`src/rtl/stopwatch_ctrl.sv`:
```
// stopwatch_ctrl -- control sequencer for a four-digit BCD stopwatch counter.
// Synchronises the start/stop, clear and lap buttons, runs the
// IDLE/RUN/PAUSE/DONE state machine with a tick prescaler, and issues
// single-cycle count-enable / clear pulses to the external BCD counter.
// Optional feature macro: LAP_HOLD_EN (lap-hold display freeze). With the
// macro undefined btn_lap is ignored, lap_active is 0 and disp = digits_in.
module stopwatch_ctrl #(
    parameter int DIV = 500000
) (
    input  logic        clk,
    input  logic        masterreset,
    input  logic        btn_startstop,
    input  logic        btn_clear,
    input  logic        btn_lap,
    input  logic [15:0] digits_in,
    output logic        count_en,
    output logic        count_clr,
    output logic        running,
    output logic        done,
    output logic        lap_active,
    output logic [15:0] disp
);

    localparam int              PW       = $clog2(DIV);
    localparam logic [PW-1:0]   PRE_MAX  = PW'(DIV - 1);
    localparam logic [PW-1:0]   PRE_ZERO = PW'(0);
    localparam logic [PW-1:0]   PRE_ONE  = PW'(1);
    localparam logic [15:0]     LIMIT    = 16'h9999;

`ifdef LAP_HOLD_EN
    localparam int NB = 3;
`else
    localparam int NB = 2;
`endif

    typedef enum logic [1:0] {
        ST_IDLE  = 2'd0,
        ST_RUN   = 2'd1,
        ST_PAUSE = 2'd2,
        ST_DONE  = 2'd3
    } state_t;

    // Button bundle: bit 0 start/stop, bit 1 clear, bit 2 lap (when enabled)
    logic [NB-1:0] btn_s;
    logic [NB-1:0] meta_r;
    logic [NB-1:0] sync_r;
    logic [NB-1:0] prev_r;
    logic [NB-1:0] evt_r;

`ifdef LAP_HOLD_EN
    assign btn_s = {btn_lap, btn_clear, btn_startstop};
`else
    logic unused_lap_s;
    assign btn_s        = {btn_clear, btn_startstop};
    assign unused_lap_s = btn_lap;
`endif

    state_t        state_r;
    logic [PW-1:0] pre_r;
    logic          count_en_r;
    logic          count_clr_r;
    logic          running_r;
    logic          done_r;

    logic          ss_evt_s;
    logic          clr_evt_s;
    logic          term_s;
    logic          limit_s;
    logic          done_go_s;
    logic          clr_go_s;

    assign ss_evt_s  = evt_r[0];
    assign clr_evt_s = evt_r[1];

    // Two-flop synchroniser plus registered rising-edge detector (one event per press)
    always_ff @(posedge clk or posedge masterreset) begin
        if (masterreset) begin
            meta_r <= '0;
            sync_r <= '0;
            prev_r <= '0;
            evt_r  <= '0;
        end else begin
            meta_r <= btn_s;
            sync_r <= meta_r;
            prev_r <= sync_r;
            evt_r  <= sync_r & ~prev_r;
        end
    end

    // Decode terminal tick, counter limit and the legal clear decision
    always_comb begin
        term_s    = (state_r == ST_RUN) && (pre_r == PRE_MAX);
        limit_s   = (digits_in == LIMIT);
        done_go_s = term_s && limit_s;
        // Clear is only honoured outside RUN; there it also beats start/stop
        clr_go_s  = clr_evt_s && (state_r != ST_RUN);
    end

    // Main sequencer: state, prescaler and registered control outputs
    always_ff @(posedge clk or posedge masterreset) begin
        if (masterreset) begin
            state_r     <= ST_IDLE;
            pre_r       <= PRE_ZERO;
            count_en_r  <= 1'b0;
            count_clr_r <= 1'b0;
            running_r   <= 1'b0;
            done_r      <= 1'b0;
        end else begin
            count_en_r  <= 1'b0;
            count_clr_r <= 1'b0;
            case (state_r)
                ST_IDLE: begin
                    if (clr_go_s) begin
                        count_clr_r <= 1'b1;
                        pre_r       <= PRE_ZERO;
                    end else if (ss_evt_s) begin
                        state_r   <= ST_RUN;
                        running_r <= 1'b1;
                    end
                end
                ST_RUN: begin
                    pre_r <= term_s ? PRE_ZERO : (pre_r + PRE_ONE);
                    if (done_go_s) begin
                        // At 9999 the counter is frozen rather than wrapped
                        state_r   <= ST_DONE;
                        running_r <= 1'b0;
                        done_r    <= 1'b1;
                    end else begin
                        count_en_r <= term_s;
                        if (ss_evt_s) begin
                            state_r   <= ST_PAUSE;
                            running_r <= 1'b0;
                        end
                    end
                end
                ST_PAUSE: begin
                    // Prescaler holds here so a resume loses no partial tick
                    if (clr_go_s) begin
                        count_clr_r <= 1'b1;
                        pre_r       <= PRE_ZERO;
                        state_r     <= ST_IDLE;
                    end else if (ss_evt_s) begin
                        state_r   <= ST_RUN;
                        running_r <= 1'b1;
                    end
                end
                ST_DONE: begin
                    if (clr_go_s) begin
                        count_clr_r <= 1'b1;
                        pre_r       <= PRE_ZERO;
                        state_r     <= ST_IDLE;
                        done_r      <= 1'b0;
                    end
                end
                default: begin
                    state_r   <= ST_IDLE;
                    pre_r     <= PRE_ZERO;
                    running_r <= 1'b0;
                    done_r    <= 1'b0;
                end
            endcase
        end
    end

    assign count_en  = count_en_r;
    assign count_clr = count_clr_r;
    assign running   = running_r;
    assign done      = done_r;

`ifdef LAP_HOLD_EN
    logic        lap_evt_s;
    logic        lap_active_r;
    logic [15:0] lap_r;

    assign lap_evt_s = evt_r[2];

    // Lap hold: toggle a frozen copy of the count while RUN or PAUSE
    always_ff @(posedge clk or posedge masterreset) begin
        if (masterreset) begin
            lap_active_r <= 1'b0;
            lap_r        <= 16'h0000;
        end else if (clr_go_s || done_go_s) begin
            lap_active_r <= 1'b0;
        end else if (lap_evt_s && ((state_r == ST_RUN) || (state_r == ST_PAUSE))) begin
            if (lap_active_r) begin
                lap_active_r <= 1'b0;
            end else begin
                lap_active_r <= 1'b1;
                lap_r        <= digits_in;
            end
        end
    end

    assign lap_active = lap_active_r;
    assign disp       = lap_active_r ? lap_r : digits_in;
`else
    assign lap_active = 1'b0;
    assign disp       = digits_in;
`endif

endmodule
```
`config.mk`:
```
export PLATFORM = sky130hd
export DESIGN_NAME = stopwatch_ctrl
export DESIGN_NICKNAME = d
export VERILOG_FILES = /design/src/rtl/stopwatch_ctrl.sv
export SDC_FILE = /design/constraint.sdc
export NUM_CORES = 1
export LEC_CHECK = 0
export ABC_AREA = 1
export CELL_PAD_IN_SITES_DETAIL_PLACEMENT = 1
export CELL_PAD_IN_SITES_GLOBAL_PLACEMENT = 1
export CORE_MARGIN = 1
export CORE_UTILIZATION = 39
export CTS_BUF_LIST = sky130_fd_sc_hd__clkbuf_16
export DETAILED_ROUTE_END_ITERATION = 10
export PLACE_DENSITY_LB_ADDON = 0.1
export SLEW_MARGIN = 10
export SYNTH_ARGS = -nofsm -noshare
export SYNTH_HDL_FRONTEND = slang
export SYNTH_SLANG_ARGS = --single-unit
```
`constraint.sdc`:
```
create_clock -name clk -period 4.27 [get_ports clk]
set_clock_uncertainty 0.05 [all_clocks]
set_input_delay 0.854 -clock clk [delete_from_list [all_inputs] [get_ports clk]]
set_output_delay 0.854 -clock clk [all_outputs]
set_load 0.05 [all_outputs]
```
==> results of run 1 <==
-- cells in the mapped netlist --
library cell / number
buf_2: 1
nor3_1: 4
xnor2_1: 1
nand2_1: 64
nand3_2: 6
buf_4: 18
nand2_2: 3
nor2_4: 4
nand3_1: 21
a21oi_1: 1
o21ai_0: 19
o22ai_1: 5
inv_1: 36
dfrtp_1: 33
nand3_4: 1
inv_2: 3
o21ai_1: 4
conb_1: 1
xor2_1: 1
nor2_1: 21
nor4_1: 1
o211ai_1: 1
ha_1: 1
nor2_2: 2
nand4_1: 3
-- worst register-to-register path, stage by stage (launching register included) --
cell and delay (ns):
dfrtp_1 0.40, ha_1 0.24, nand2_2 0.10, nor2_4 0.14, nand3_2 0.12, nor2_4 0.16, nor2_4 0.09, inv_2 0.11
nand2_1 0.07, nand2_1 0.09, inv_1 0.05
-- flip-flops by register name, indices dropped and copies added, names as in the netlist --
register / flops
pre_r: 19
evt_r: 2
meta_r: 2
prev_r: 2
state_r: 2
sync_r: 2
count_clr: 1
count_en: 1
done: 1
running: 1
-- cell type report --
class | count | area share, %
sequential | 33 | 33.8
multi-input combinational | 164 | 33.4
timing repair buffer | 40 | 16.3
inverter | 39 | 6.00
clock buffer | 5 | 5.13
tap | 67 | 3.43
clock inverter | 3 | 1.90
-- metrics by stage --
stage / power, mW / hold WS [ns] / std cells / setup WS, ns
4_1_cts: 1.07 / 0.303 / 351 / 1.21
5_1_grt: 1.11 / 0.306 / 351 / 1.19
3_5_place_dp: 0.655 / 0.290 / 343 / 1.22
2_1_floorplan: 0.570 / 0.281 / 255 / 2.34
6_report: 1.06 / 0.303 / 351 / 1.22
3_3_place_gp: 0.651 / 0.285 / 343 / 1.23
-- where the power goes --
part | internal, mW | switching [mW]
sequential | 0.341 | 0.0268
combinational | 0.0861 | 0.192
clock | 0.276 | 0.136
total | 0.703 | 0.355
-- placed cells by master, fill, tap and decap left out, types with 2 or more instances in the layout --
cell	synthesis	routed
nor2_1	21	21
o21ai_0	19	19
dfrtp_1	33	33
nor2_2	2	2
o21ai_1	4	4
inv_2	3	3
nand3_1	21	21
nand2_1	64	64
nand4_1	3	3
nor2_4	4	4
o22ai_1	5	5
clkbuf_16	0	5
clkdlybuf4s50_1	0	39
nand3_2	6	6
inv_1	36	36
nor3_1	4	4
nand2_2	3	3
-- routing by layer --
metal | up-vias | routed length (um) | GRT usage (%)
li1 | 848 | - | -
met1 | 812 | 2180 | 25.3
met2 | 42 | 2120 | 31.9
met3 | 6 | 166 | 3.75
met4 | 0 | 56 | 5.88
met5 | - | 0 | 0
-- final timing paths --
| kind | endpoint | depth (start not counted) |
|---|---|---|
| worst max-delay path | disp[0] | 2 |
| worst min-delay path | sync_r[0] | 0 |
| worst max register to register | pre_r[15] | 10 |
| worst min register to register | sync_r[0] | 0 |
| max in group asynchronous | pre_r[3] | 3 |
| min in group asynchronous | prev_r[1] | 3 |
-- kinds of logic after synthesis --
| kind of cell | synth area share [%] |
|---|---|
| AND/OR/NAND/NOR | 32.3 |
| adder cells (fa/ha/maj) | 0.649 |
| flip-flops | 42.8 |
| buffers and inverters | 14.9 |
| XOR/XNOR | 0.909 |
| AO/OA/AOI/OAI | 8.24 |
| other | 0.194 |
==> results.cfg, run 1 <==
[critical_path]
path_delay_family = buffers and inverters
path_class = in -> out
cp.required_ns = 3.37
cp_common_cell = clkdlybuf4s50_1
cp_max_fo = 2
cp-end-kind = output port
crit_path_start = digits_in[0]
cp_data_arrival_time_ns = 2.15
slowest_delay_ns = 0.81
cp_num_buf_inv = 2
cp_cell_sequence = clkdlybuf4s50_1 > clkdlybuf4s50_1
r2r_slack_ns = 2.55
slowest_stage = clkdlybuf4s50_1
r2r_start = pre_r[0]
start_kind = input pin

[layout]
n_antenna_cell = 0
final_area_sq_um = 2440
drive_gt1_share_pct = 9.86
final_nets = 305
fill_cells = 593
final_util_pct = 51.3
ff_latch_area_sq_um = 826
areaGrowthSynthToFinish_pct = 26.6
multi_input_area_sq_um = 816

[run_status]
status = finished clean

[cts]
postCtsHoldBufs = 0
max-clock-path-buffers = 2
cts_tree = done
clk_pin_slew_ns = 0.05
cts_root_buf = clkbuf_16
post_cts_buffers = 0
htreeDepth = 2
numCtsBuffers = 5
numClockSinks = 33
post_cts_resized = 0
clock_latency_ns = 0.28

[die]
die_y_um = 72.3
dieWidth_um = 72.3
dieArea_sq_um = 5230
core_area_sq_um = 4750
ios = 42
start_util_pct = 40.6
fp-row-count = 25

[pwr]
peakVddDrop_v = 0.000186
leakagePower_nw = 1.06
p_per_area_nw_per_um2 = 433

[place]
io_buffers = 39
gp_congestion = 0.743
dp_hpwl_um = 3350
placed_cell_area_sq_um = 2270

[yosys]
synth_area_leaders = dfrtp_1 43%, nand2_1 12%, buf_4 7.0%, inv_1 7.0%, nand3_1 5.5%
yosys_warnings = 0
netlist_instances = 255
synth_top_cell_area_share_pct = 42.8
synth_cell_types = 25
synth_area_per_cell_sq_um = 7.56
synth_nets = 277
yosys.area.top_type = dfrtp_1
synth_area_sq_um = 1930
ys_ff_latch = 33
ys_seq_area_share_pct = 42.8

[global_route]
antenna_found_initial = 0
grt_pass1_wl_um = 7730
grt-ovfl-total = 0
grt_pass1_vias = 1735
grt_use_total_pct = 19.2
grt_max_degree = 34

[route]
wl_per_cell_um = 12.9
vias_per_cell = 4.87
vias = 1708
ant_nets = 0
firstDrtPassIters = 4
first_iter_violations = 80
drc = 0
drt-total-wl_um = 4520

[timing]
fmax_ghz = 0.328
rsz0062_at_grt = no
fin_tns_setup_ns = 0
final_max_slew_viol_count = 0
tightest_slew_ns = 0.502
timing.final.crit_share_pct = 71.5
hold_violations = 0
setup_viol = 0
slew_headroom_pct = 66.4
fin_crit_ns = 3.05

[job]
maxCapViolCount = 0

[hold_path]
hp-start = meta_r[0]
holdCritPathClass = reg -> reg
Power figures use the tool's default switching activity.
==> run 2: changes to the inputs <==
--- a/config.mk
+++ b/config.mk
@@ -9,7 +9,7 @@
 export CELL_PAD_IN_SITES_DETAIL_PLACEMENT = 1
 export CELL_PAD_IN_SITES_GLOBAL_PLACEMENT = 1
 export CORE_MARGIN = 1
-export CORE_UTILIZATION = 39
+export CORE_UTILIZATION = 36
 export CTS_BUF_LIST = sky130_fd_sc_hd__clkbuf_16
 export DETAILED_ROUTE_END_ITERATION = 10
 export PLACE_DENSITY_LB_ADDON = 0.1
==> constraint.sdc (replaced) <==
create_clock -name clk -period 2.9 [get_ports clk]
set_clock_uncertainty 0.05 [all_clocks]
set_input_delay 0.58 -clock clk [delete_from_list [all_inputs] [get_ports clk]]
set_output_delay 0.58 -clock clk [all_outputs]
set_load 0.05 [all_outputs]
==> run 2 against run 1 <==
  * Worst hold slack lost 0.0070 ns
  * Cell count rose by 0.85%
  * Die area is 8.1% higher
  * Final area is 0.15% higher
  * Setup slack lost 0.83 ns
  * Highest routed layer unchanged
  * Clock power rose by 51%
  * First-iteration DRC count increased by 3.8%
  * Clock-buffer cell count did not move
  * Via count shrank 0.59%
  * Sequential share of layout area down 0.052 points
==> results.cfg, run 2 (synthesis results as in run 1) <==
[pwr]
p_clk_share_pct = 39.4
p_int_mw = 1.04
p_per_area_nw_per_um2 = 643
seqPwrFrac_pct = 34.5
leakagePower_nw = 1.06
peakVddDrop_v = 0.000261
switchingPower_mw = 0.535
p_total_mw = 1.57
swShare_pct = 34.1
power_frac_comb_pct = 26.1

[job]
maxCapViolCount = 0

[cts]
clk_pin_slew_ns = 0.06
clock_latency_ns = 0.28
numClockSinks = 33
cts_tree = done
post_cts_resized = 0
numCtsBuffers = 5
cts_root_buf = clkbuf_16
max-clock-path-buffers = 2
postCtsHoldBufs = 0
post_cts_buffers = 0
htreeDepth = 2

[timing]
tightest_slew_ns = 0.510
final_max_slew_viol_count = 0
fin_tns_setup_ns = 0
hold_violations = 0
timing.hold.ws_ns = 0.296
timing.final.crit_share_pct = 86.6
setup_viol = 0
setup_slack_ns = 0.389
rsz0062_at_grt = no
fmax_ghz = 0.398
slew_headroom_pct = 65.9
fin_crit_ns = 2.51

[layout]
drive_gt1_share_pct = 9.86
final_common_cell = nand2_1
fill_cells = 651
n_antenna_cell = 0
final_cell_mix = 64 x nand2_1, 39 x clkdlybuf4s50_1, 36 x inv_1
final_area_sq_um = 2440
largest_register_ffs = 19
final_nets = 305
largest_register = pre_r
areaGrowthSynthToFinish_pct = 26.8

[run_status]
status = finished clean

[critical_path]
cp_data_arrival_time_ns = 1.88
cp_common_cell = clkdlybuf4s50_1
path_delay_family = buffers and inverters
start_kind = input pin
cp.required_ns = 2.27
cp_cell_sequence = clkdlybuf4s50_1 > clkdlybuf4s50_1
slowest_stage = clkdlybuf4s50_1
slowest_delay_ns = 0.82
cp_num_buf_inv = 2
path_class = in -> out
cp_max_fo = 2
cp-end-kind = output port

[die]
dieWidth_um = 75.2
die_y_um = 75.2
dieArea_sq_um = 5650
ios = 42
start_util_pct = 37.5
fp-row-count = 26
core_area_sq_um = 5140

[route]
first_iter_violations = 83
ant_nets = 0
wl_per_cell_um = 13.0
drt-total-wl_um = 4590
firstDrtPassIters = 4
vias_per_cell = 4.80
drc = 0
vias = 1698

[place]
io_buffers = 39
placed_cell_area_sq_um = 2270
dp_hpwl_um = 3400
gp_congestion = 0.741
dp_slack_ns = 0.392

[global_route]
grt_max_degree = 34
grt_pass1_vias = 1693
grt-ovfl-total = 0
grt_pass1_wl_um = 7750
grt_use_total_pct = 18.5
antenna_found_initial = 0

[hold_path]
holdCritPathClass = reg -> reg
run 2: cell counts in the layout (fill, tap and decap cells not counted):
Identical to the previous run, type by type.
run 2: area by class of cell:
cell class | instances | area [sq um] | share of cell area, %
Clock buffer | 5 | 125 | 5.12
Inverter | 39 | 146 | 5.99
Clock inverter | 3 | 46.3 | 1.89
Sequential cell | 33 | 826 | 33.8
Multi-Input combinational cell | 164 | 816 | 33.4
Timing Repair Buffer | 40 | 398 | 16.3
Tap cell | 70 | 87.6 | 3.58
run 2: worst paths after layout:
kind,endpoint,start,cells past startpoint,slack [ns]
worst max-delay path,disp[3],digits_in[3],2,0.39
worst min-delay path,sync_r[1],meta_r[1],0,0.30
worst max register to register,pre_r[9],pre_r[0],10,1.20
worst min register to register,sync_r[1],meta_r[1],0,0.30
max in group asynchronous,pre_r[9],masterreset,3,1.83
min in group asynchronous,meta_r[1],masterreset,3,0.66
run 2: layer usage:
layer	track usage, %	routed length (um)	vias to the layer above
met5	0	0	-
met4	5.14	40	0
li1	-	-	848
met3	5.35	194	5
met2	27.7	2030	42
met1	26.0	2330	803
run 2: power groups by stage:
stage               sequential [mW]  combinational (mW)  clock, mW
floorplan                     0.573               0.265          0
global placement              0.549               0.411          0
detailed placement            0.552               0.415          0
CTS                           0.543               0.418      0.634
global route                  0.551               0.453      0.652
finish                        0.542               0.410      0.619
run 2: metrics by stage:
stage          util (%)  instances
6_report           47.6        354
4_1_cts            47.6        354
3_5_place_dp       44.2        346
3_3_place_gp       44.2        346
2_1_floorplan         -        255
5_1_grt            47.6        354
==> run 3: changes to the inputs <==
--- a/config.mk
+++ b/config.mk
@@ -5,11 +5,11 @@
 export SDC_FILE = /design/constraint.sdc
 export NUM_CORES = 1
 export LEC_CHECK = 0
-export ABC_AREA = 1
+export ABC_AREA = 0
 export CELL_PAD_IN_SITES_DETAIL_PLACEMENT = 1
 export CELL_PAD_IN_SITES_GLOBAL_PLACEMENT = 1
 export CORE_MARGIN = 1
-export CORE_UTILIZATION = 36
+export CORE_UTILIZATION = 37
 export CTS_BUF_LIST = sky130_fd_sc_hd__clkbuf_16
 export DETAILED_ROUTE_END_ITERATION = 10
 export PLACE_DENSITY_LB_ADDON = 0.1
==> run 3 against run 2 <==
  * Synthesized cell count fell by 28%
  * Utilization grew 2.9 points
  * Wire length fell by 3.9%
  * Register-to-register slack worse by 0.55 ns
  * Critical path depth unchanged
  * Sequential power rose by 5.2%
  * Fmax decreased by 0.13%
  * Area after synthesis decreased by 7.5%
  * Clock-buffer cell count did not move
  * Worst hold slack better by 0.0028 ns
  * Cell count down 26%
  * Final area is 7.1% lower
  * Critical path type unchanged
==> results.cfg, run 3 <==
[run_status]
status = finished clean

[route]
firstDrtPassIters = 4
highest_layer = met4
wl_met3_um = 161
met1_length_um = 1890
ant_nets = 0
wl_per_cell_um = 16.8
drt-total-wl_um = 4410
vias = 1462
vias_per_cell = 5.56
drc = 0
first_iter_violations = 54
wl_met2_um = 2340

[yosys]
synthArstFlopShare_pct = 100
netlist_instances = 184
yosys.area.top_type = dfrtp_1
synth_area_sq_um = 1780
ys_ff_latch = 33
ys_seq_area_share_pct = 46.3
synth_common_cells = 33 x dfrtp_1, 21 x nand2_1, 17 x buf_4
synth_area_per_cell_sq_um = 9.70
yosysMostFrequentCell = dfrtp_1
synth_top_cell_area_share_pct = 46.3
synth_edf_count = 0
yosys_warnings = 0
synth_area_leaders = dfrtp_1 46%, buf_4 7.2%, nand2_1 4.4%, nand3_1 3.6%, or3_1 2.5%
ys.flop_type = dfrtp_1
synth_cell_types = 49
synth_nets = 206

[cts]
post_cts_buffers = 0
numCtsBuffers = 5
htreeDepth = 2
clock_latency_ns = 0.28
cts_tree = done
postCtsHoldBufs = 0
max-clock-path-buffers = 2
cts_root_buf = clkbuf_16
clk_pin_slew_ns = 0.05
numClockSinks = 33
post_cts_resized = 0

[critical_path]
cp.required_ns = 2.27
cp_num_buf_inv = 2
cp_data_arrival_time_ns = 1.88
cp_common_cell = clkdlybuf4s50_1
cp_cell_sequence = clkdlybuf4s50_1 > clkdlybuf4s50_1
cp_max_fo = 2
slowest_stage = clkdlybuf4s50_1
slowest_delay_ns = 0.82
cp-end-kind = output port
path_class = in -> out
start_kind = input pin
path_delay_family = buffers and inverters

[place]
dp_hpwl_um = 3240
place_inst = 255
io_buffers = 39
gp_congestion = 0.756

[layout]
largest_register = pre_r
drive_gt1_share_pct = 9.48
final_common_cell = clkdlybuf4s50_1
final_cell_mix = 39 x clkdlybuf4s50_1, 33 x dfrtp_1, 21 x nand2_1
final_util_pct = 50.4
largest_register_ffs = 19
areaGrowthSynthToFinish_pct = 27.3
final_nets = 232
n_antenna_cell = 0
final_cells = 263

[job]
maxCapViolCount = 0

[timing]
hold_violations = 0
fin_tns_setup_ns = 0
rsz0062_at_grt = no
slew_headroom_pct = 49.8
final_max_slew_viol_count = 0
timing.final.crit_share_pct = 86.7
tightest_slew_ns = 0.751
timing.hold.ws_ns = 0.298
fin_crit_ns = 2.51
fmax_ghz = 0.398
setup_viol = 0

[global_route]
antenna_found_initial = 0
grt_use_total_pct = 19.2
grt_max_degree = 34
grt-ovfl-total = 0
grt_pass1_vias = 1595
grt_pass1_wl_um = 7670

[die]
die_y_um = 71.4
dieWidth_um = 71.4
start_util_pct = 39.6
core_area_sq_um = 4500
dieArea_sq_um = 5100
fp-row-count = 24
ios = 42

[pwr]
leakagePower_nw = 0.962
p_per_area_nw_per_um2 = 749
peakVddDrop_v = 0.000451

[hold_path]
holdCritPathClass = reg -> reg
## run 3: cell count changes after synthesis, sizes merged, moves of 3 or more
| cell | delta |
|---|---|
| a21o | +4 |
| a21oi | +7 |
| clkbuf | +3 |
| inv | -31 |
| mux2i | +4 |
| nand2 | -46 |
| nand3 | -14 |
| nor2 | -21 |
| nor2b | +3 |
| nor4bb | +4 |
| o21ai | -15 |
| o22ai | -3 |
| or3 | +7 |
## run 3: logic make-up (layout without fill, tap and decap cells)
group                      Yosys count  after routing  share of synthesized area (%)
DFF                                 33             33                           46.3
buffers and inverters               31             58                           10.7
other                                1              1                          0.210
xor gates and xnor gates             1              1                          0.491
AOI/OAI and AO/OA                   35             35                           13.3
and+or+nand+nor                     78             78                           26.1
adders and majority gates            1              1                          0.701
muxes                                4              4                           2.24
## run 3: metal layers
metal / vias to the layer above / track usage, %
li1: 693 / -
met1: 737 / 22.3
met2: 28 / 36.2
met3: 4 / 4.50
met4: 0 / 3.33
met5: - / 0
## run 3: worst paths after layout
kind	end	from	cells past startpoint	slack, ns
hold reg to reg	sync_r[0]	meta_r[0]	0	0.30
setup reg to reg	pre_r[3]	state_r[0]	4	0.65
max in group asynchronous	pre_r[16]	masterreset	3	1.85
hold / removal	sync_r[0]	meta_r[0]	0	0.30
setup / recovery	disp[14]	digits_in[14]	2	0.39
min in group asynchronous	pre_r[8]	masterreset	3	0.65
## run 3: power by group
part	internal [mW]	switching (mW)
logic	0.187	0.336
clock network	0.406	0.203
registers	0.513	0.0571
total	1.11	0.596
## run 3: stage by stage
step / instance area, sq um / setup WS (ns) / power (mW)
after detailed placement: 2100 / 0.383 / 1.10
after floorplan: 1780 / 1.01 / 0.943
after global placement: 2100 / 0.403 / 1.07
after CTS: 2270 / 0.383 / 1.72
final: 2270 / 0.386 / 1.70
after global routing: 2270 / 0.355 / 1.78
## run 3: layout make-up
type / count / area [sq um]
flip-flops and latches: 33 / 826
clock inverters: 3 / 46.3
inverters: 8 / 30.0
fillers: 516 / 2230
clock buffers: 5 / 125
multi-input cells: 120 / 767
repair buffers: 42 / 413
well taps: 52 / 65.1
